`config.mk`:
```
export PLATFORM = sky130hd
export DESIGN_NAME = cal_accum_requant_int8
export DESIGN_NICKNAME = d
export VERILOG_FILES = /design/src/rtl/cal_quant_pkg.sv /design/src/rtl/cal_round_sat_int8.sv /design/src/rtl/cal_accum_requant_int8.sv
export SDC_FILE = /design/constraint.sdc
export NUM_CORES = 1
export LEC_CHECK = 0
export BUFFER_PORTS_ARGS = -buffer_cell sky130_fd_sc_hd__clkbuf_2
export CORE_MARGIN = 3
export CORE_UTILIZATION = 40
export CTS_CLUSTER_SIZE = 14
export DETAILED_ROUTE_END_ITERATION = 10
export HOLD_SLACK_MARGIN = 0.15
export PLACE_DENSITY = 0.63
export SLEW_MARGIN = 15
export SYNTH_ARGS = -nofsm -noshare
export SYNTH_HDL_FRONTEND = slang
export SYNTH_SLANG_ARGS = --single-unit
```
`constraint.sdc`:
```
create_clock -name clk -period 11.69 [get_ports clk]
set_input_delay 2.338 -clock clk [delete_from_list [all_inputs] [get_ports clk]]
set_output_delay 2.338 -clock clk [all_outputs]
set_load 0.01 [all_outputs]
```
`src/rtl/cal_quant_pkg.sv`:
```
// Shared widths, requantization constants and typedefs for the int18 accumulate/requant block.
// The leaky activation is selected at build time with CAL_ACT_LEAKY_EN.
package cal_quant_pkg;

    localparam int CAL_PSUM_W = 18;
    localparam int CAL_ACC_W  = 32;
    localparam int CAL_OUT_W  = 8;

    localparam int LEAKY_MUL = 13;
    localparam int LEAKY_SHR = 7;
    localparam int LEAKY_RND = 64;

    localparam int INT8_MAX = 127;
    localparam int INT8_MIN = -128;

    typedef logic signed [CAL_PSUM_W-1:0] psum_t;
    typedef logic signed [CAL_ACC_W-1:0]  acc_t;
    typedef logic signed [CAL_OUT_W-1:0]  q8_t;

endpackage

```
`src/rtl/cal_round_sat_int8.sv`:
```
// Combinational requant helpers: rounding arithmetic shift, then activation and int8 clamp.
// Leaky activation on negative values when CAL_ACT_LEAKY_EN is defined, linear otherwise.
module cal_round_sat_int8
    import cal_quant_pkg::*;
#(
    parameter int ACC_W = CAL_ACC_W,
    parameter int OUT_W = CAL_OUT_W
) (
    input  logic signed [ACC_W-1:0] acc,
    input  logic        [4:0]       shift,
    output logic signed [ACC_W-1:0] r,
    input  logic signed [ACC_W-1:0] r_in,
    output logic signed [OUT_W-1:0] q
);

    localparam int AW = ACC_W + 8;

    logic signed [ACC_W:0] acc_w;
    logic signed [ACC_W:0] half;
    logic signed [ACC_W:0] sum;
    logic signed [AW-1:0]  r_w;
    logic signed [AW-1:0]  act;

    // One extra bit so adding the rounding half can never wrap.
    always_comb begin
        acc_w = {acc[ACC_W-1], acc};
        half  = (ACC_W+1)'(1) << (shift - 5'd1);
        sum   = acc_w + half;
        if (shift == 5'd0)
            r = acc;
        else
            r = ACC_W'(sum >>> shift);
    end

    always_comb begin
        r_w = AW'(r_in);
`ifdef CAL_ACT_LEAKY_EN
        if (r_w < 0)
            act = (r_w * AW'(LEAKY_MUL) + AW'(LEAKY_RND)) >>> LEAKY_SHR;
        else
            act = r_w;
`else
        act = r_w;
`endif
        if (act > AW'(INT8_MAX))
            q = OUT_W'(INT8_MAX);
        else if (act < AW'(INT8_MIN))
            q = OUT_W'(INT8_MIN);
        else
            q = OUT_W'(act);
    end

endmodule

```
`src/rtl/cal_accum_requant_int8.sv`:
```
// Accumulates signed partial sums over cfg_groups beats, then requantizes to int8 through
// a 3-stage stallable pipeline (S1 round/shift, S2 activate/clamp, output register).
module cal_accum_requant_int8
    import cal_quant_pkg::*;
#(
    parameter int PSUM_W = CAL_PSUM_W,
    parameter int ACC_W  = CAL_ACC_W,
    parameter int OUT_W  = CAL_OUT_W
) (
    input  logic                     clk,
    input  logic                     rst,
    input  logic        [7:0]        cfg_groups,
    input  logic        [4:0]        cfg_shift,
    input  logic                     psum_valid,
    input  logic signed [PSUM_W-1:0] psum,
    output logic                     psum_ready,
    output logic                     dout_valid,
    output logic signed [OUT_W-1:0]  dout,
    input  logic                     dout_ready
);

    logic        [7:0]       grp_cnt;
    logic        [7:0]       last;
    logic        [7:0]       cfg_last;
    logic signed [ACC_W-1:0] acc;
    logic signed [ACC_W-1:0] acc_next;
    logic signed [ACC_W-1:0] psum_ext;
    logic                    is_final;
    logic                    accept;

    logic                    s1_v;
    logic signed [ACC_W-1:0] s1_acc;
    logic        [4:0]       s1_shift;
    logic                    s2_v;
    logic signed [ACC_W-1:0] s2_r;

    logic signed [ACC_W-1:0] r_comb;
    logic signed [OUT_W-1:0] q_comb;
    logic                    out_adv;
    logic                    s1_adv;

    // At the start of a group the limit comes straight from cfg_groups, since it is not latched yet.
    always_comb begin
        cfg_last = (cfg_groups == 8'd0) ? 8'd0 : cfg_groups - 8'd1;
        is_final = (grp_cnt == 8'd0) ? (cfg_last == 8'd0) : (grp_cnt == last);
        psum_ext = ACC_W'(psum);
        acc_next = (grp_cnt == 8'd0) ? psum_ext : acc + psum_ext;
        out_adv  = !dout_valid || dout_ready;
        s1_adv   = !s2_v || out_adv;
        psum_ready = !(is_final && s1_v && !s1_adv);
        accept   = psum_valid && psum_ready;
    end

    cal_round_sat_int8 #(
        .ACC_W (ACC_W),
        .OUT_W (OUT_W)
    ) u_round_sat (
        .acc   (s1_acc),
        .shift (s1_shift),
        .r     (r_comb),
        .r_in  (s2_r),
        .q     (q_comb)
    );

    always_ff @(posedge clk or posedge rst) begin
        if (rst) begin
            grp_cnt <= '0;
            last    <= '0;
            acc     <= '0;
        end else if (accept) begin
            acc <= acc_next;
            if (grp_cnt == 8'd0)
                last <= cfg_last;
            grp_cnt <= is_final ? 8'd0 : grp_cnt + 8'd1;
        end
    end

    // A final psum may overwrite S1 in the same cycle S1 hands its data on to S2.
    always_ff @(posedge clk or posedge rst) begin
        if (rst) begin
            s1_v     <= 1'b0;
            s1_acc   <= '0;
            s1_shift <= '0;
            s2_v     <= 1'b0;
            s2_r     <= '0;
            dout_valid <= 1'b0;
            dout       <= '0;
        end else begin
            if (accept && is_final) begin
                s1_v     <= 1'b1;
                s1_acc   <= acc_next;
                s1_shift <= cfg_shift;
            end else if (s1_adv) begin
                s1_v <= 1'b0;
            end
            if (s1_adv) begin
                s2_v <= s1_v;
                s2_r <= r_comb;
            end
            if (out_adv) begin
                dout_valid <= s2_v;
                if (s2_v)
                    dout <= q_comb;
            end
        end
    end

endmodule

```
==> results.toml, run 1 <==
[yosys]
synth.yosys.warnings = 0
top_cell_type_s_share_of_synthesized_area = 0.259
mappedNetlistNets = 1745
number_of_enable_flip_flop_cells_after_synthesis = 0
yosys-top-cells-area = "sky130_fd_sc_hd__dfrtp_1 (26%), sky130_fd_sc_hd__ha_1 (6.7%), sky130_fd_sc_hd__nand2_1 (6.3%)"
synthFlopType = "sky130_fd_sc_hd__dfrtp_1"
post_synth_num_cell_types = 88
postSynthRegisterBits = 128
syn_area_um2 = 12400
synthesis.instances = 1642
post-synth-top-area-cell = "sky130_fd_sc_hd__dfrtp_1"
ys_async_sr_fraction = 1.00
synth.avg_cell_area_um2 = 7.53
synth-seq-area-share = 0.259

[final_layout]
final_nets = 1720
diodes = 0
filler_cell_count_in_the_final_layout = 3048
synthToLayoutAreaGrowth_pct = 8.27
drive_above_1_share = 0.0877

[sta]
hold_violations = 0
rsz0062_at_grt = "false"
fin_tns_setup_ns = 0
fin_ws_ns = 5.32
post-route-period-util = 0.545
tightestPinTransition_ns = 1.02
final.min_clock_period_ns = 6.37
maxSlewViolCount = 0
clock.fmax_mhz = 157
finalSetupViolCount = 0
relSlewSlack = 0.309
finalClockSkew_ns = 0.0168

[clock_network]
cts.hold.buffers_added = 0
clock_sink_count = 128
ctsHtreeMaxLevel = 4
cts-root-buf = "sky130_fd_sc_hd__clkbuf_16"
cts-root-to-sink-buffers = 2
cts.reportedPaths.clkPinSlew_ns = 0.06
resized_after_cts = 0
tritoncts = "yes"
clkLatencyLatePin_ns = 0.43
postCtsSetupBuffers = 0
tritoncts.num_buffers = 17

[detailed_routing]
vias = 12960
routed.top_layer = "met5"
routed-wl-met2_um = 19000
drt-total-wl_um = 43600
post_drt_via_cell_ratio = 6.42
met3RoutedLength_um = 3370
detailed_routing_wirelength_on_met1_um = 19200
drt_iter0_drc = 1419
detailedRoute.firstPassIterationCount = 5
route.detailed.drc = 0
drt-wirelength-per-cell_um = 21.6
ant_nets = 0

[hold_path]
min-delay-start = "s2_v"
min_delay_worst_endpoint = "dout_valid"
number_of_cells_on_the_worst_hold_path = 2
timing.hold.worst.class = "register to register"

[global_route]
wire_length_of_the_first_global_routing_pass_um = 69100
globalRouteOverflowTotal = 0
largest_net_degree_at_the_start_of_global_routing = 78
grt_pass1_vias = 12290
grt_use_total = 0.258
initial_antenna_violation_count = 1

[critical_path]
cp.buffers_inverters = 3
path_cells = "clkbuf_2 -> nor4_1 -> inv_1 -> o41ai_2 -> nand3_1 -> clkbuf_2"
worst_path_dominant_cell_family = "compound AO/OA/AOI/OAI gates"
timing.critical_path.mode_cell = "sky130_fd_sc_hd__clkbuf_2"
critical_path_arrival_ns = 4.03
end_kind = "output pin"
ff2ff_setup_slack_ns = 5.46
worstSetupPathDepth = 6
critPathSlowestCell = "sky130_fd_sc_hd__o41ai_2"
criticalPathCategory = "primary input to output pin"
timing.critical_path.fanout_max = 7
worst_path_largest_cell_delay_ns = 0.69
crit_start = "cfg_groups[4]"
crit_required_ns = 9.35
worst_r2r_path_depth = 15
worstSetupStartpointType = "primary input"
worst_r2r_endpoint = "s2_r[20]"
rr_startpoint = "s1_shift[2]"

[pwr]
cellPowerDensity_nw_per_um2 = 314
power.ir.vdd_worst_mv = 0.155
leakage_nw = 5.62

[placement]
placement.io_buffers = 44
globalplace.congestion = 1.01
preCtsSetupSlack_ns = 5.35
detailedPlacementHpwl_um = 32600

[die]
dieArea_um2 = 33100
rows = 63
start_util = 0.412
fp.dieW_um = 182
core_um2 = 30000
top_level_ports = 45
die_height_um = 182

[flow_run]
cap_violations = 0

[status]
status = "finished clean"
[layer usage]
layer	global-route usage	vias to the layer above
met3	0.0383	125
li1	-	6106
met1	0.358	6184
met4	0.115	2
met2	0.398	543
met5	0	-
[worst min-delay path: stages (launching register included)]
cell and delay, ns:
sky130_fd_sc_hd__dfrtp_1 0.33, sky130_fd_sc_hd__inv_1 0.06, sky130_fd_sc_hd__nand2_1 0.05
[cells in the final DEF (no fill, tap or decap), types with 25 or more instances in the layout]
cell type and instances:
sky130_fd_sc_hd__clkbuf_2 44, sky130_fd_sc_hd__xor2_1 34, sky130_fd_sc_hd__ha_1 66, sky130_fd_sc_hd__mux2i_1 31
sky130_fd_sc_hd__o211ai_1 33, sky130_fd_sc_hd__inv_1 31, sky130_fd_sc_hd__nand4_1 25, sky130_fd_sc_hd__nor2_1 184
sky130_fd_sc_hd__a211oi_1 31, sky130_fd_sc_hd__nor3_1 42, sky130_fd_sc_hd__dfrtp_1 128, sky130_fd_sc_hd__nand2_1 206
sky130_fd_sc_hd__o21ai_0 137, sky130_fd_sc_hd__a21oi_1 138, sky130_fd_sc_hd__nand3_1 44
[per-stage QoR]
step,instance area [um^2],power [mW],util,hold slack [ns],instances
6_report,13400,4.21,0.446,0.478,2020
5_1_grt,13400,4.51,0.446,0.519,2020
4_1_cts,13400,4.14,0.446,0.479,2020
3_5_place_dp,12800,3.61,0.427,0.468,1988
3_3_place_gp,12800,3.58,0.427,0.466,1988
2_1_floorplan,12400,2.80,-,0.439,1642
[cells in the mapped netlist (12+ instances only)]
cell type / n
sky130_fd_sc_hd__a211oi_1: 31
sky130_fd_sc_hd__or3_1: 17
sky130_fd_sc_hd__o22ai_1: 16
sky130_fd_sc_hd__mux2i_1: 31
sky130_fd_sc_hd__xnor2_1: 21
sky130_fd_sc_hd__inv_1: 32
sky130_fd_sc_hd__o21a_1: 17
sky130_fd_sc_hd__a31oi_1: 20
sky130_fd_sc_hd__a21oi_1: 138
sky130_fd_sc_hd__o21ai_0: 137
sky130_fd_sc_hd__ha_1: 66
sky130_fd_sc_hd__a21o_1: 19
sky130_fd_sc_hd__dfrtp_1: 128
sky130_fd_sc_hd__a211o_1: 12
sky130_fd_sc_hd__clkbuf_1: 92
sky130_fd_sc_hd__nor4_1: 15
sky130_fd_sc_hd__o2111ai_1: 17
sky130_fd_sc_hd__nand4_1: 25
sky130_fd_sc_hd__nor3_1: 43
sky130_fd_sc_hd__o211ai_1: 33
sky130_fd_sc_hd__and2_1: 12
sky130_fd_sc_hd__nand2_1: 206
sky130_fd_sc_hd__xor2_1: 34
sky130_fd_sc_hd__nand3_1: 45
sky130_fd_sc_hd__or2_2: 13
sky130_fd_sc_hd__nor2_1: 185
sky130_fd_sc_hd__o31ai_1: 21
[cell type report]
cell class | instances | area [um^2] | area share
Multi-Input combinational cell | 1373 | 8640 | 0.645
Clock inverter | 13 | 129 | 0.00962
Tap cell | 390 | 488 | 0.0364
Inverter | 33 | 126 | 0.00943
Clock buffer | 19 | 433 | 0.0323
Sequential cell | 128 | 3200 | 0.239
Timing Repair Buffer | 64 | 370 | 0.0277
[cells by family after synthesis]
group | count (synthesis) | synth area share
flip-flops | 128 | 0.259
AO/OA/AOI/OAI | 587 | 0.316
adder cells (fa/ha/maj) | 68 | 0.0700
AND/OR/NAND/NOR | 619 | 0.230
buffers and inverters | 141 | 0.0438
multiplexers | 44 | 0.0424
XOR/XNOR | 55 | 0.0389
[flip-flops by register name, summed over array words and instances, names as in the netlist]
| signal | count |
|---|---|
| dout_valid | 1 |
| last | 8 |
| s2_r | 32 |
| s2_v | 1 |
| s1_v | 1 |
| dout | 8 |
| s1_acc | 32 |
| acc | 32 |
| grp_cnt | 8 |
| s1_shift | 5 |
[report_power, final]
group / internal [mW] / total [mW] / switching, mW / leakage, nW
Combinational: 1.00 / 2.78 / 1.78 / 3.80
Clock: 0.296 / 0.516 / 0.220 / 0.258
Sequential: 0.659 / 0.910 / 0.251 / 1.56
Total: 1.96 / 4.21 / 2.25 / 5.62
[worst max path at each step]
stage                 endpoint  slack, ns
floorplan           psum_ready       5.89
global placement    psum_ready       5.35
detailed placement  psum_ready       5.35
CTS                 psum_ready       5.34
global route           s2_r[9]       5.19
finish              psum_ready       5.32
No activity file was read; power rests on OpenSTA's default activity.
==> inputs of run 2 (changes only) <==
--- a/config.mk
+++ b/config.mk
@@ -11,7 +11,7 @@
 export CTS_CLUSTER_SIZE = 14
 export DETAILED_ROUTE_END_ITERATION = 10
 export HOLD_SLACK_MARGIN = 0.15
-export PLACE_DENSITY = 0.63
+export PLACE_DENSITY = 0.65
 export SLEW_MARGIN = 15
 export SYNTH_ARGS = -nofsm -noshare
 export SYNTH_HDL_FRONTEND = slang
==> constraint.sdc (replaced) <==
create_clock -name clk -period 5.8 [get_ports clk]
set_input_delay 1.16 -clock clk [delete_from_list [all_inputs] [get_ports clk]]
set_output_delay 1.16 -clock clk [all_outputs]
set_load 0.01 [all_outputs]
==> run 2 against run 1 <==
Total power increased by 110%. Routed wire length increased by 0.88%. Clock power is 110% higher. Global-route usage increased by 0.059 points. Worst setup slack worse by 4.7 ns. Hold slack better by 0.012 ns. Critical path type is now register to register. Critical endpoint is now s2_r[5]. Largest cell class unchanged. Highest routed layer is now met4.
==> results.toml, run 2 (same netlist as run 1, synthesis figures left out) <==
[die]
fp.dieW_um = 182
core_um2 = 30000
dieArea_um2 = 33100
start_util = 0.412
top_level_ports = 45
rows = 63
die_height_um = 182

[global_route]
grt_use_total = 0.259
globalRouteOverflowTotal = 0
initial_antenna_violation_count = 0
grt_pass1_vias = 12407
wire_length_of_the_first_global_routing_pass_um = 68900
largest_net_degree_at_the_start_of_global_routing = 86

[pwr]
leakage_nw = 5.72
cellPowerDensity_nw_per_um2 = 639
total_switching_power_mw = 4.60
share_comb_of_total_power = 0.657
cell_internal_pwr_mw = 4.05
power.sequential.fraction = 0.217
power.ir.vdd_worst_mv = 0.278
clock_power_share = 0.126
switching_share = 0.532

[clock_network]
ctsHtreeMaxLevel = 4
cts-root-buf = "sky130_fd_sc_hd__clkbuf_16"
postCtsSetupBuffers = 0
cts.reportedPaths.clkPinSlew_ns = 0.06
cts.hold.buffers_added = 0
clkLatencyLatePin_ns = 0.43
tritoncts.num_buffers = 17
cts-root-to-sink-buffers = 2
clock_sink_count = 128
resized_after_cts = 0
tritoncts = "yes"

[final_layout]
design_area_um2 = 13500
biggestRegsByFlops = "acc (32), s1_acc (32), s2_r (32)"
multi_input_area_um2 = 8640
layout.cells.most_common = "sky130_fd_sc_hd__nand2_1"
diodes = 0
synthToLayoutAreaGrowth_pct = 9.48
final_nets = 1736
layout_common_cells = "sky130_fd_sc_hd__nand2_1 (206), sky130_fd_sc_hd__nor2_1 (184), sky130_fd_sc_hd__a21oi_1 (138)"
drive_above_1_share = 0.0967
layout.cells.non_filler = 2035
filler_cell_count_in_the_final_layout = 2990
sequential_cell_area_um2 = 3200

[critical_path]
worstSetupStartpointType = "register"
end_kind = "register"
crit_required_ns = 6.10
critical_path_arrival_ns = 5.46
timing.critical_path.fanout_max = 14
criticalPathCategory = "register to register"

[sta]
relSlewSlack = 0.296
maxSlewViolCount = 0
rsz0062_at_grt = "false"
hold_violations = 0
finalSetupViolCount = 0
tightestPinTransition_ns = 1.06
finalHoldWorstSlack_ns = 0.490
fin_tns_setup_ns = 0
post-route-period-util = 0.889
clock.fmax_mhz = 194
final.min_clock_period_ns = 5.16
finalClockSkew_ns = 0.0132

[hold_path]
timing.hold.worst.class = "register to register"

[placement]
placed_cells_incl_taps = 2004
globalplace.congestion = 1.04
placement.cell_area_um2 = 12900
detailedPlacementHpwl_um = 33400
placement.io_buffers = 44

[detailed_routing]
drt-total-wl_um = 44000
vias = 13181
drt_iter0_drc = 1338
detailedRoute.firstPassIterationCount = 6
post_drt_via_cell_ratio = 6.48
route.detailed.drc = 0
ant_nets = 0
drt-wirelength-per-cell_um = 21.6

[flow_run]
cap_violations = 0

[status]
status = "finished clean"
==> run 2: cell count changes in the layout (fill, tap and decap cells not counted) <==
cell	before	now
sky130_fd_sc_hd__buf_4	20	36
sky130_fd_sc_hd__bufinv_16	1	2
sky130_fd_sc_hd__clkbuf_1	2	0
sky130_fd_sc_hd__clkbuf_8	0	1
sky130_fd_sc_hd__clkinv_2	0	1
sky130_fd_sc_hd__clkinv_4	2	4
sky130_fd_sc_hd__clkinvlp_4	5	1
sky130_fd_sc_hd__inv_4	1	0
sky130_fd_sc_hd__inv_8	0	1
sky130_fd_sc_hd__nor3_1	42	43
sky130_fd_sc_hd__nor3_2	1	0
==> run 2: critical path, stage by stage (launching register included) <==
cell,delay (ns)
sky130_fd_sc_hd__dfrtp_1,0.35
sky130_fd_sc_hd__clkinv_1,0.45
sky130_fd_sc_hd__nand2_1,0.43
sky130_fd_sc_hd__nor2_1,0.08
sky130_fd_sc_hd__ha_1,0.23
sky130_fd_sc_hd__fa_1,0.42
sky130_fd_sc_hd__a211oi_2,0.32
sky130_fd_sc_hd__o31ai_4,0.18
sky130_fd_sc_hd__o211ai_2,0.43
sky130_fd_sc_hd__a21oi_1,0.27
sky130_fd_sc_hd__nor3_1,0.38
sky130_fd_sc_hd__nor2_1,0.17
sky130_fd_sc_hd__o211ai_1,0.38
sky130_fd_sc_hd__o21ai_0,0.15
sky130_fd_sc_hd__a2111oi_0,0.50
sky130_fd_sc_hd__buf_4,0.23
sky130_fd_sc_hd__a21oi_1,0.06
==> run 2: power groups by stage <==
stage          logic, mW  registers [mW]  clock network (mW)
5_1_grt             6.18            1.91                1.15
6_report            5.68            1.88                1.09
3_3_place_gp        5.46            1.85                   0
2_1_floorplan       4.05            1.59                   0
4_1_cts             5.53            1.85                1.11
3_5_place_dp        5.51            1.85                   0
==> run 2: routing by layer <==
| layer | up-vias | part of all wire | track usage |
|---|---|---|---|
| met5 | - | 0 | 0 |
| met4 | 0 | 0.050 | 0.114 |
| met3 | 136 | 0.092 | 0.0655 |
| met2 | 664 | 0.42 | 0.385 |
| met1 | 6241 | 0.44 | 0.355 |
| li1 | 6140 | - | - |
==> run 2: cell type report <==
class	count	share of cell area
multi-input combinational	1373	0.638
clock inverter	13	0.0114
tap	390	0.0360
inverter	33	0.00952
sequential	128	0.237
timing repair buffer	80	0.0362
clock buffer	18	0.0324
==> run 2: metrics by stage <==
step	total power, mW	setup WS, ns	utilization
2_1_floorplan	5.64	1.23	-
3_3_place_gp	7.30	0.822	0.431
3_5_place_dp	7.36	0.819	0.431
4_1_cts	8.48	0.778	0.451
5_1_grt	9.25	0.369	0.451
6_report	8.65	0.644	0.451
==> run 2: final timing paths <==
| path | startpoint | endpoint | slack, ns | depth (start not counted) |
|---|---|---|---|---|
| min reg2reg | s2_v | dout_valid | 0.49 | 2 |
| max in group asynchronous | rst | s1_acc[7] | 3.81 | 3 |
| min | s2_v | dout_valid | 0.49 | 2 |
| max | s1_shift[2] | s2_r[5] | 0.64 | 16 |
| max reg2reg | s1_shift[2] | s2_r[5] | 0.64 | 16 |
| min in group asynchronous | rst | grp_cnt[6] | 0.87 | 2 |
